**src/rtl/i2c_wb_arbiter_pkg.sv**
```systemverilog
// Shared types and the rotating-priority pick function for the I2C Wishbone arbiter.
// Covers i2c_wb_arbiter, including its optional I2C_WB_ARB_TIMEOUT_EN abort path.
package i2c_wb_arb_pkg;

    typedef enum logic [1:0] {ARB_IDLE, ARB_BUSY, ARB_ABORT} arb_state_t;

    localparam int MAX_REQ = 8;
    localparam int PTR_W   = 3;

    // The pointer is PTR_W bits wide, so adding to it wraps modulo MAX_REQ.
    // Request bits at or above NUM_REQ are zero, which makes that wrap
    // equivalent to wrapping modulo NUM_REQ.
    function automatic logic [MAX_REQ-1:0] rr_pick(input logic [MAX_REQ-1:0] req,
                                                   input logic [PTR_W-1:0]   ptr);
        logic [MAX_REQ-1:0] gnt;
        logic [PTR_W-1:0]   idx;
        logic               found;
        gnt   = '0;
        found = 1'b0;
        for (int i = 0; i < MAX_REQ; i++) begin
            idx = ptr + PTR_W'(i);
            if (!found && req[idx]) begin
                gnt[idx] = 1'b1;
                found    = 1'b1;
            end
        end
        return gnt;
    endfunction

endpackage

```
**src/rtl/i2c_wb_arbiter_if.sv**
```systemverilog
// Bus bundle for the arbiter: the packed requester side and the downstream I2C core side.
// The slave modport is the arbiter's view. The master modport is the view of the hosts and the core.
interface i2c_wb_arbiter_if #(
    parameter int NUM_REQ = 2,
    parameter int ADR_W   = 3,
    parameter int DAT_W   = 16,
    parameter int SEL_W   = 2
);
    logic [NUM_REQ-1:0]       req_cyc_i;
    logic [NUM_REQ-1:0]       req_stb_i;
    logic [NUM_REQ-1:0]       req_we_i;
    logic [NUM_REQ*ADR_W-1:0] req_adr_i;
    logic [NUM_REQ*DAT_W-1:0] req_dat_i;
    logic [NUM_REQ*SEL_W-1:0] req_sel_i;
    logic [DAT_W-1:0]         req_dat_o;
    logic [NUM_REQ-1:0]       req_ack_o;
    logic [NUM_REQ-1:0]       req_err_o;
    logic [NUM_REQ-1:0]       grant_o;

    logic                     wbs_cyc_o;
    logic                     wbs_stb_o;
    logic                     wbs_we_o;
    logic [ADR_W-1:0]         wbs_adr_o;
    logic [DAT_W-1:0]         wbs_dat_o;
    logic [SEL_W-1:0]         wbs_sel_o;
    logic [DAT_W-1:0]         wbs_dat_i;
    logic                     wbs_ack_i;

    modport slave (
        input  req_cyc_i, req_stb_i, req_we_i, req_adr_i, req_dat_i, req_sel_i,
        input  wbs_dat_i, wbs_ack_i,
        output req_dat_o, req_ack_o, req_err_o, grant_o,
        output wbs_cyc_o, wbs_stb_o, wbs_we_o, wbs_adr_o, wbs_dat_o, wbs_sel_o
    );

    modport master (
        output req_cyc_i, req_stb_i, req_we_i, req_adr_i, req_dat_i, req_sel_i,
        output wbs_dat_i, wbs_ack_i,
        input  req_dat_o, req_ack_o, req_err_o, grant_o,
        input  wbs_cyc_o, wbs_stb_o, wbs_we_o, wbs_adr_o, wbs_dat_o, wbs_sel_o
    );
endinterface

```
**src/rtl/i2c_wb_arbiter_rr_pick.sv**
```systemverilog
// Combinational rotating-priority encoder: the first requester at or after ptr_i wins.
// Its output is one-hot, or all zero when there is no request.
module i2c_wb_rr_pick
    import i2c_wb_arb_pkg::*;
#(
    parameter int NUM_REQ = 2
) (
    input  logic [NUM_REQ-1:0] req_i,
    input  logic [PTR_W-1:0]   ptr_i,
    output logic [NUM_REQ-1:0] gnt_o
);
    logic [MAX_REQ-1:0] req_ext;
    logic [MAX_REQ-1:0] gnt_ext;
    logic               unused_hi;

    always_comb begin
        req_ext                = '0;
        req_ext[NUM_REQ-1:0]   = req_i;
    end

    assign gnt_ext   = rr_pick(req_ext, ptr_i);
    assign gnt_o     = gnt_ext[NUM_REQ-1:0];
    // Upper grant bits are always zero because their requests are tied off.
    assign unused_hi = ^gnt_ext;

endmodule

```
**src/rtl/i2c_wb_arbiter.sv**
```systemverilog
// Round-robin Wishbone arbiter that grants one requester per CYC frame in front of the I2C master core.
// Define I2C_WB_ARB_TIMEOUT_EN to enable the unacked-STB timeout abort (ERR pulse, ABORT state).
module i2c_wb_arbiter
    import i2c_wb_arb_pkg::*;
#(
    parameter int NUM_REQ     = 2,
    parameter int ADR_W       = 3,
    parameter int DAT_W       = 16,
    parameter int SEL_W       = 2,
    parameter int TIMEOUT_CYC = 255
) (
    input  logic             clk,
    input  logic             rst_n,
    i2c_wb_arbiter_if.slave  bus
);
    arb_state_t          state_q;
    logic [NUM_REQ-1:0]  grant_q;
    logic [PTR_W-1:0]    ptr_q;
    logic [PTR_W-1:0]    ptr_nxt_d;
    logic [NUM_REQ-1:0]  pick_d;
    logic [NUM_REQ-1:0]  cyc_eff;

    logic                mux_cyc;
    logic                mux_stb;
    logic                mux_we;
    logic [ADR_W-1:0]    mux_adr;
    logic [DAT_W-1:0]    mux_dat;
    logic [SEL_W-1:0]    mux_sel;

`ifdef I2C_WB_ARB_TIMEOUT_EN
    localparam int CNT_W = (TIMEOUT_CYC > 255) ? 16 : 8;

    logic [CNT_W-1:0]    cnt_q;
    logic [NUM_REQ-1:0]  err_q;
    logic [NUM_REQ-1:0]  mask_q;
    logic                to_hit;

    // An aborted owner stays masked until its CYC has been seen low once.
    assign cyc_eff       = bus.req_cyc_i & ~mask_q;
    assign to_hit        = (state_q == ARB_BUSY) && mux_stb && !bus.wbs_ack_i &&
                           (cnt_q == CNT_W'(TIMEOUT_CYC - 1));
    assign bus.req_err_o = err_q;
`else
    logic                unused_to;

    assign cyc_eff       = bus.req_cyc_i;
    assign bus.req_err_o = '0;
    assign unused_to     = (TIMEOUT_CYC == 0);
`endif

    i2c_wb_rr_pick #(.NUM_REQ(NUM_REQ)) u_pick (
        .req_i (cyc_eff),
        .ptr_i (ptr_q),
        .gnt_o (pick_d)
    );

    always_comb begin
        ptr_nxt_d = ptr_q;
        for (int k = 0; k < NUM_REQ; k++)
            if (grant_q[k])
                ptr_nxt_d = (k == NUM_REQ - 1) ? '0 : PTR_W'(k + 1);
    end

    // Downstream mux. grant_q is zero outside BUSY, so every output reads zero when the bus is idle.
    always_comb begin
        mux_cyc = 1'b0;
        mux_stb = 1'b0;
        mux_we  = 1'b0;
        mux_adr = '0;
        mux_dat = '0;
        mux_sel = '0;
        for (int k = 0; k < NUM_REQ; k++) begin
            if (grant_q[k]) begin
                mux_cyc = bus.req_cyc_i[k];
                mux_stb = bus.req_cyc_i[k] & bus.req_stb_i[k];
                mux_we  = bus.req_we_i[k];
                mux_adr = bus.req_adr_i[k*ADR_W +: ADR_W];
                mux_dat = bus.req_dat_i[k*DAT_W +: DAT_W];
                mux_sel = bus.req_sel_i[k*SEL_W +: SEL_W];
            end
        end
    end

    assign bus.wbs_cyc_o = mux_cyc;
    assign bus.wbs_stb_o = mux_stb;
    assign bus.wbs_we_o  = mux_we;
    assign bus.wbs_adr_o = mux_adr;
    assign bus.wbs_dat_o = mux_dat;
    assign bus.wbs_sel_o = mux_sel;
    assign bus.grant_o   = grant_q;
    // An ACK that arrives while the owner is dropping CYC is discarded.
    assign bus.req_ack_o = grant_q & bus.req_cyc_i & {NUM_REQ{bus.wbs_ack_i}};
    assign bus.req_dat_o = (|grant_q) ? bus.wbs_dat_i : '0;

    always_ff @(posedge clk) begin
        if (!rst_n) begin
            state_q <= ARB_IDLE;
            grant_q <= '0;
            ptr_q   <= '0;
`ifdef I2C_WB_ARB_TIMEOUT_EN
            cnt_q   <= '0;
            err_q   <= '0;
            mask_q  <= '0;
`endif
        end else begin
`ifdef I2C_WB_ARB_TIMEOUT_EN
            err_q  <= '0;
            mask_q <= mask_q & bus.req_cyc_i;
            if (state_q != ARB_BUSY || !mux_cyc || to_hit || bus.wbs_ack_i)
                cnt_q <= '0;
            else if (mux_stb)
                cnt_q <= cnt_q + 1'b1;
`endif
            case (state_q)
                ARB_IDLE: begin
                    if (|cyc_eff) begin
                        grant_q <= pick_d;
                        state_q <= ARB_BUSY;
                    end
                end
                ARB_BUSY: begin
                    if (!mux_cyc) begin
                        grant_q <= '0;
                        ptr_q   <= ptr_nxt_d;
                        state_q <= ARB_IDLE;
                    end
`ifdef I2C_WB_ARB_TIMEOUT_EN
                    else if (to_hit) begin
                        grant_q <= '0;
                        ptr_q   <= ptr_nxt_d;
                        err_q   <= grant_q;
                        mask_q  <= (mask_q & bus.req_cyc_i) | grant_q;
                        state_q <= ARB_ABORT;
                    end
`endif
                end
`ifdef I2C_WB_ARB_TIMEOUT_EN
                ARB_ABORT: state_q <= ARB_IDLE;
`endif
                default:   state_q <= ARB_IDLE;
            endcase
        end
    end

endmodule
```
**src/flat_wrapper.sv**
```systemverilog
// flat-port wrapper written by rule: the top's interface ports become plain ports
module i2c_wb_arbiter_flat import i2c_wb_arb_pkg::*;
#(
    parameter int NUM_REQ     = 2,
    parameter int ADR_W       = 3,
    parameter int DAT_W       = 16,
    parameter int SEL_W       = 2,
    parameter int TIMEOUT_CYC = 255
)
  (clk, rst_n, bus_req_cyc_i, bus_req_stb_i, bus_req_we_i, bus_req_adr_i, bus_req_dat_i, bus_req_sel_i, bus_wbs_dat_i, bus_wbs_ack_i, bus_req_dat_o, bus_req_ack_o, bus_req_err_o, bus_grant_o, bus_wbs_cyc_o, bus_wbs_stb_o, bus_wbs_we_o, bus_wbs_adr_o, bus_wbs_dat_o, bus_wbs_sel_o);
  i2c_wb_arbiter_if #(.NUM_REQ(NUM_REQ), .ADR_W(ADR_W), .DAT_W(DAT_W), .SEL_W(SEL_W)) bus_i ();
  input  logic clk;
  input  logic rst_n;
  input wire logic [$bits(bus_i.req_cyc_i)-1:0] bus_req_cyc_i;
  input wire logic [$bits(bus_i.req_stb_i)-1:0] bus_req_stb_i;
  input wire logic [$bits(bus_i.req_we_i)-1:0] bus_req_we_i;
  input wire logic [$bits(bus_i.req_adr_i)-1:0] bus_req_adr_i;
  input wire logic [$bits(bus_i.req_dat_i)-1:0] bus_req_dat_i;
  input wire logic [$bits(bus_i.req_sel_i)-1:0] bus_req_sel_i;
  input wire logic [$bits(bus_i.wbs_dat_i)-1:0] bus_wbs_dat_i;
  input wire logic [$bits(bus_i.wbs_ack_i)-1:0] bus_wbs_ack_i;
  output wire logic [$bits(bus_i.req_dat_o)-1:0] bus_req_dat_o;
  output wire logic [$bits(bus_i.req_ack_o)-1:0] bus_req_ack_o;
  output wire logic [$bits(bus_i.req_err_o)-1:0] bus_req_err_o;
  output wire logic [$bits(bus_i.grant_o)-1:0] bus_grant_o;
  output wire logic [$bits(bus_i.wbs_cyc_o)-1:0] bus_wbs_cyc_o;
  output wire logic [$bits(bus_i.wbs_stb_o)-1:0] bus_wbs_stb_o;
  output wire logic [$bits(bus_i.wbs_we_o)-1:0] bus_wbs_we_o;
  output wire logic [$bits(bus_i.wbs_adr_o)-1:0] bus_wbs_adr_o;
  output wire logic [$bits(bus_i.wbs_dat_o)-1:0] bus_wbs_dat_o;
  output wire logic [$bits(bus_i.wbs_sel_o)-1:0] bus_wbs_sel_o;
  assign bus_i.req_cyc_i = bus_req_cyc_i;
  assign bus_i.req_stb_i = bus_req_stb_i;
  assign bus_i.req_we_i = bus_req_we_i;
  assign bus_i.req_adr_i = bus_req_adr_i;
  assign bus_i.req_dat_i = bus_req_dat_i;
  assign bus_i.req_sel_i = bus_req_sel_i;
  assign bus_i.wbs_dat_i = bus_wbs_dat_i;
  assign bus_i.wbs_ack_i = bus_wbs_ack_i;
  assign bus_req_dat_o = bus_i.req_dat_o;
  assign bus_req_ack_o = bus_i.req_ack_o;
  assign bus_req_err_o = bus_i.req_err_o;
  assign bus_grant_o = bus_i.grant_o;
  assign bus_wbs_cyc_o = bus_i.wbs_cyc_o;
  assign bus_wbs_stb_o = bus_i.wbs_stb_o;
  assign bus_wbs_we_o = bus_i.wbs_we_o;
  assign bus_wbs_adr_o = bus_i.wbs_adr_o;
  assign bus_wbs_dat_o = bus_i.wbs_dat_o;
  assign bus_wbs_sel_o = bus_i.wbs_sel_o;
  i2c_wb_arbiter #(.NUM_REQ(NUM_REQ), .ADR_W(ADR_W), .DAT_W(DAT_W), .SEL_W(SEL_W), .TIMEOUT_CYC(TIMEOUT_CYC)) u_core (.clk(clk), .rst_n(rst_n), .bus(bus_i));
endmodule
```
**config.mk**
```make
export PLATFORM = sky130hd
export DESIGN_NAME = i2c_wb_arbiter_flat
export DESIGN_NICKNAME = d
export VERILOG_FILES = /design/src/rtl/i2c_wb_arbiter_pkg.sv /design/src/rtl/i2c_wb_arbiter_if.sv /design/src/rtl/i2c_wb_arbiter_rr_pick.sv /design/src/rtl/i2c_wb_arbiter.sv /design/src/flat_wrapper.sv
export SDC_FILE = /design/constraint.sdc
export NUM_CORES = 1
export LEC_CHECK = 0
export CELL_PAD_IN_SITES_DETAIL_PLACEMENT = 1
export CELL_PAD_IN_SITES_GLOBAL_PLACEMENT = 1
export CORE_MARGIN = 2
export CORE_UTILIZATION = 10
export DETAILED_ROUTE_END_ITERATION = 10
export PLACE_DENSITY_LB_ADDON = 0.1
export SYNTH_ARGS = -nofsm -noshare
export SYNTH_HDL_FRONTEND = slang
export SYNTH_SLANG_ARGS = --single-unit
```
**constraint.sdc**
```tcl
create_clock -name clk -period 1.3 [get_ports clk]
set_input_delay 0.26 -clock clk [delete_from_list [all_inputs] [get_ports clk]]
set_output_delay 0.26 -clock clk [all_outputs]
set_load 0.005 [all_outputs]
```
* Word-level counts from Yosys, hierarchy flattened
Index checks and enable logic that the tools add are counted. W data, S select, Z words.
Storage, ports and cells: register bits 7, output and inout bits 46, logic and storage cells 138
Operators by class: $add $sub $neg 7, $lt $le $gt $ge 16, eq/ne operators 3, multiplexer cells 67, bitwise logic cells 12, reduce and logical (&&, ||, !) cells 30
Operator list (count):
- $mux W16 | 3
- $lt A3 B4 Y1 const B | 8
- $mux W1 | 29
- $mux W2 | 13
- $bmux W1 S3 | 8
- $demux W1 S3 | 8
- $ge A3 B1 Y1 const B | 8
- $logic_and A1 B1 Y1 | 15
- $or A2 B2 Y2 | 7
- $add A3 B3 Y3 const B | 4
- $mux W3 | 4
- $pmux W2 S2 | 2
- $logic_not A1 Y1 | 7
- $add A3 B2 Y3 const B | 2
- $reduce_and A3 Y1 | 2
- $and A2 B2 Y2 | 2
- $reduce_bool A2 Y1 | 2
- $reduce_or A2 Y1 | 2
- $add A3 B1 Y3 const B | 1
- $and A1 B1 Y1 | 2
- $eq A2 B1 Y1 const B | 1
- $logic_not A2 Y1 | 1
- $ne A2 B1 Y1 const B | 1
- $ne A2 B2 Y1 const B | 1
- 2 further kinds | 2

* Logic depth before layout (Yosys ltp)
depth in word-level cells 26, mapped depth 4

* Modules after synthesis
Synthesis repeated with hierarchy kept, for this count alone.
Unflattened totals: cells, all modules 131, area, all modules 978.4 µm²
By module, submodules not included:
- i2c_wb_arbiter | times used 1, cells each 78, area each 595.6 µm²
- i2c_wb_rr_pick | times used 1, cells each 53, area each 382.9 µm²

* Least setup slack after synthesis
OpenSTA, ideal clock, no wires.
path type register to output, from register u_core.grant_q[1] (netlist: u_core.bus.grant_o[1]), to output bus_wbs_adr_o[0], arrival time 0.943 ns, slack 0.097 ns, stages on the path, launching flop included 4, cells stage by stage dfxtp_1 and2b_1 buf_2 a22o_1
Between the ends: cells in the longest elaborated chain, start to end 1
Ends and longest elaborated chain:
- start, declared | line i2c_wb_arbiter.sv:17 | logic [NUM_REQ-1:0] grant_q;
- start signal, assigned | line i2c_wb_arbiter.sv:117 | grant_q <= pick_d;
- $mux W3 | line i2c_wb_arbiter.sv:73 | if (grant_q[k]) begin
- end, declared | line flat_wrapper.sv:29 | output wire logic [$bits(bus_i.wbs_adr_o)-1:0] bus_wbs_adr_o;
Every way passes these cells.

* Worst setup path after layout
from register u_core.grant_q[1] (netlist: u_core.bus.grant_o[1]), to output bus_wbs_dat_o[15]
Between the ends: cells in the longest elaborated chain, start to end 1
Ends and longest elaborated chain:
- $mux W16 | line i2c_wb_arbiter.sv:73
- end, declared | line flat_wrapper.sv:30 | output wire logic [$bits(bus_i.wbs_dat_o)-1:0] bus_wbs_dat_o;
Every way passes these cells.

==> impl_metrics.json <==
{
  "placed_cell_area_um2": 1790,
  "leakagePower_nw": 0.903,
  "avgSynthCellArea_um2": 7.36,
  "hold_depth": 2,
  "ys_top_cells_by_area": "a22o_1 (34%), nor2b_1 (18%), dfxtp_1 (14%), buf_2 (4.4%), o21ai_0 (3.5%)",
  "period_share": 1.27,
  "fill_cells": 666,
  "synth_seq_cells": 4,
  "worstHoldEndpoint": "u_core.ptr_q[0]$_SDFFE_PN0P_",
  "place_hpwl_um": 3160,
  "clk_latency_ns": 0.22,
  "power.density_nw_per_um2": 565,
  "first_iter_violations": 14,
  "critPathSlowestCell": "dfxtp_2",
  "cp_max_fo": 5,
  "antenna_found_initial": 0,
  "start_kind": "flop",
  "total_power_mw": 1.07,
  "clockBufferDepth": 2,
  "multi_input_area_um2": 475,
  "cp_num_buf_inv": 4,
  "dp_cells": 261,
  "rr_endpoint": "u_core.state_q[0]$_SDFFE_PN0P_",
  "rsz0062_at_grt": "true",
  "ant_nets": 0,
  "htree_levels": 1,
  "viasPerCell": 4.03,
  "cap_violations": 0,
  "grt_max_degree": 23,
  "synthFlopType": "dfxtp_1",
  "synth-seq-area-share": 0.141,
  "critPathMaxStageDelay_ns": 0.33,
  "r2r_cells": 6,
  "core_area_um2": 5510,
  "yosysWarnings": 0,
  "path_common_cell": "buf_6",
  "initial_core_util": 0.103,
  "rows": 27,
  "wl_per_cell_um": 14.9,
  "die_area_um2": 6290,
  "io_pins": 113,
  "synth_edf_count": 0,
  "first_pass_iters": 4,
  "numCtsBuffers": 3,
  "nets": 280,
  "ctsRootBufferMaster": "clkbuf_8",
  "num_antenna_cells": 0,
  "crit_chain": "buf_6, and2b_4, buf_12, buf_6, a22o_1, buf_2",
  "regToRegSetupSlack_ns": -0.03,
  "yosys-top-cells-count": "a22o_1 (22), nor2b_1 (16), buf_2 (5)",
  "hold_buffers": 0,
  "synth_most_common_cell": "a22o_1",
  "skew_ns": 0.00375,
  "max_freq_mhz": 606,
  "period_needed_ns": 1.65,
  "synth_largest_area_cell": "a22o_1",
  "post-place-ws_ns": -0.631,
  "hold_slack_ns": 0.533,
  "path_delay_family": "buffers and inverters",
  "hold_start": "u_core.ptr_q[0]$_SDFFE_PN0P_",
  "worstSetupPathType": "reg -> out",
  "setup_viol": 42,
  "endpoint_kind": "output port",
  "r2r_start": "u_core.bus.grant_o[1]$_SDFFE_PN0P_",
  "io_buffers": 110,
  "regArea_um2": 82.6,
  "die_w_um": 79.3,
  "cts.sinks": 4,
  "drive_above_1_share": 0.398,
  "track_usage": 0.126,
  "routed_wl_um": 4220,
  "ys_async_sr_fraction": 0,
  "drc_errors": 0,
  "place_congestion": 0.726,
  "fin_ws_ns": -0.349,
  "critical_path_required_ns": 1.04,
  "overflow": 0,
  "design_area_um2": 1890,
  "syn_inst": 77,
  "fin_util": 0.343,
  "yosysTopAreaCellShare": 0.340,
  "synth_cell_types": 20,
  "syn_area_um2": 567,
  "clk_pin_slew_ns": 0.03,
  "grt_pass1_wl_um": 6240,
  "final_cell_count_no_fill": 283,
  "outcome": "finished, violations left",
  "violations": "negative setup slack",
  "vias": 1141,
  "syn2layout_area_growth_pct": 233,
  "tns_ns": -9.57,
  "cts_tree": "built",
  "slew_violations": 0,
  "vdd_drop_max_v": 0.000310,
  "cp.arrival_ns": 1.39,
  "die_h_um": 79.3,
  "final_hold_viol_count": 0,
  "hold_path.class": "reg -> reg",
  "grt_pass1_vias": 1221
}
==> worst max-delay path by stage <==
stage               slack [ns]                end                               start  depth (start not counted)
floorplan                  0.1   bus_wbs_adr_o[0]  u_core.bus.grant_o[1]$_SDFFE_PN0P_                          3
global placement         -0.55   bus_req_dat_o[2]  u_core.bus.grant_o[0]$_SDFFE_PN0P_                          3
detailed placement       -0.63   bus_req_dat_o[7]  u_core.bus.grant_o[1]$_SDFFE_PN0P_                          3
CTS                      -0.37  bus_wbs_dat_o[15]  u_core.bus.grant_o[1]$_SDFFE_PN0P_                          6
finish                   -0.35  bus_wbs_dat_o[15]  u_core.bus.grant_o[1]$_SDFFE_PN0P_                          6
global route             -0.40  bus_wbs_dat_o[15]  u_core.bus.grant_o[1]$_SDFFE_PN0P_                          6
==> worst register-to-register path: stages, from the launching register on <==
cell      delay [ns]
dfxtp_2         0.32
buf_4           0.13
buf_6           0.11
nand3b_1        0.16
buf_4           0.15
a31o_4          0.24
a31oi_1         0.15
==> sequential cells by signal, summed over array words and instances, names as in the netlist <==
signal              count
u_core.bus.grant_o      2
u_core.ptr_q            1
u_core.state_q          1
==> where the power goes <==
group / switching, mW / leakage (nW) / internal (mW)
Sequential: 0.00843 / 0.0337 / 0.133
Clock: 0.0602 / 0.0216 / 0.197
Combinational: 0.227 / 0.848 / 0.441
==> routing by layer <==
layer / track usage / routed length, um
met1: 0.136 / 1650
met2: 0.247 / 2180
met3: 0.0398 / 370
met4: 0.0121 / 27
met5: 0 / 0
==> timing repair <==
action	CTS	global route
setup endpoints to repair	45	45
gates cloned	2	1
buffers inserted	15	4
gates resized for setup	195	7
pin swaps	6	6
==> cells in the final DEF, fill, tap and decap left out, types with 4 or more instances in the layout <==
cell type / count
dlygate4sd2_1: 4
buf_6: 8
a22o_1: 22
inv_1: 4
clkdlybuf4s50_1: 62
buf_4: 17
buf_2: 40
nor2b_1: 13
==> layout make-up <==
type / instances / area share
Multi-Input combinational cell: 62 / 0.252
Timing Repair Buffer: 138 / 0.627
Clock buffer: 3 / 0.0219
Tap cell: 72 / 0.0477
Inverter: 4 / 0.00795
Sequential cell: 4 / 0.0437
==> cell families after synthesis <==
group,after synthesis,synth area share
compound gates,33,0.457
simple gates,27,0.278
buf+inv,12,0.117
flops,4,0.141
other cells,1,0.00662
Note: power is estimated with default switching activity, not from simulation.
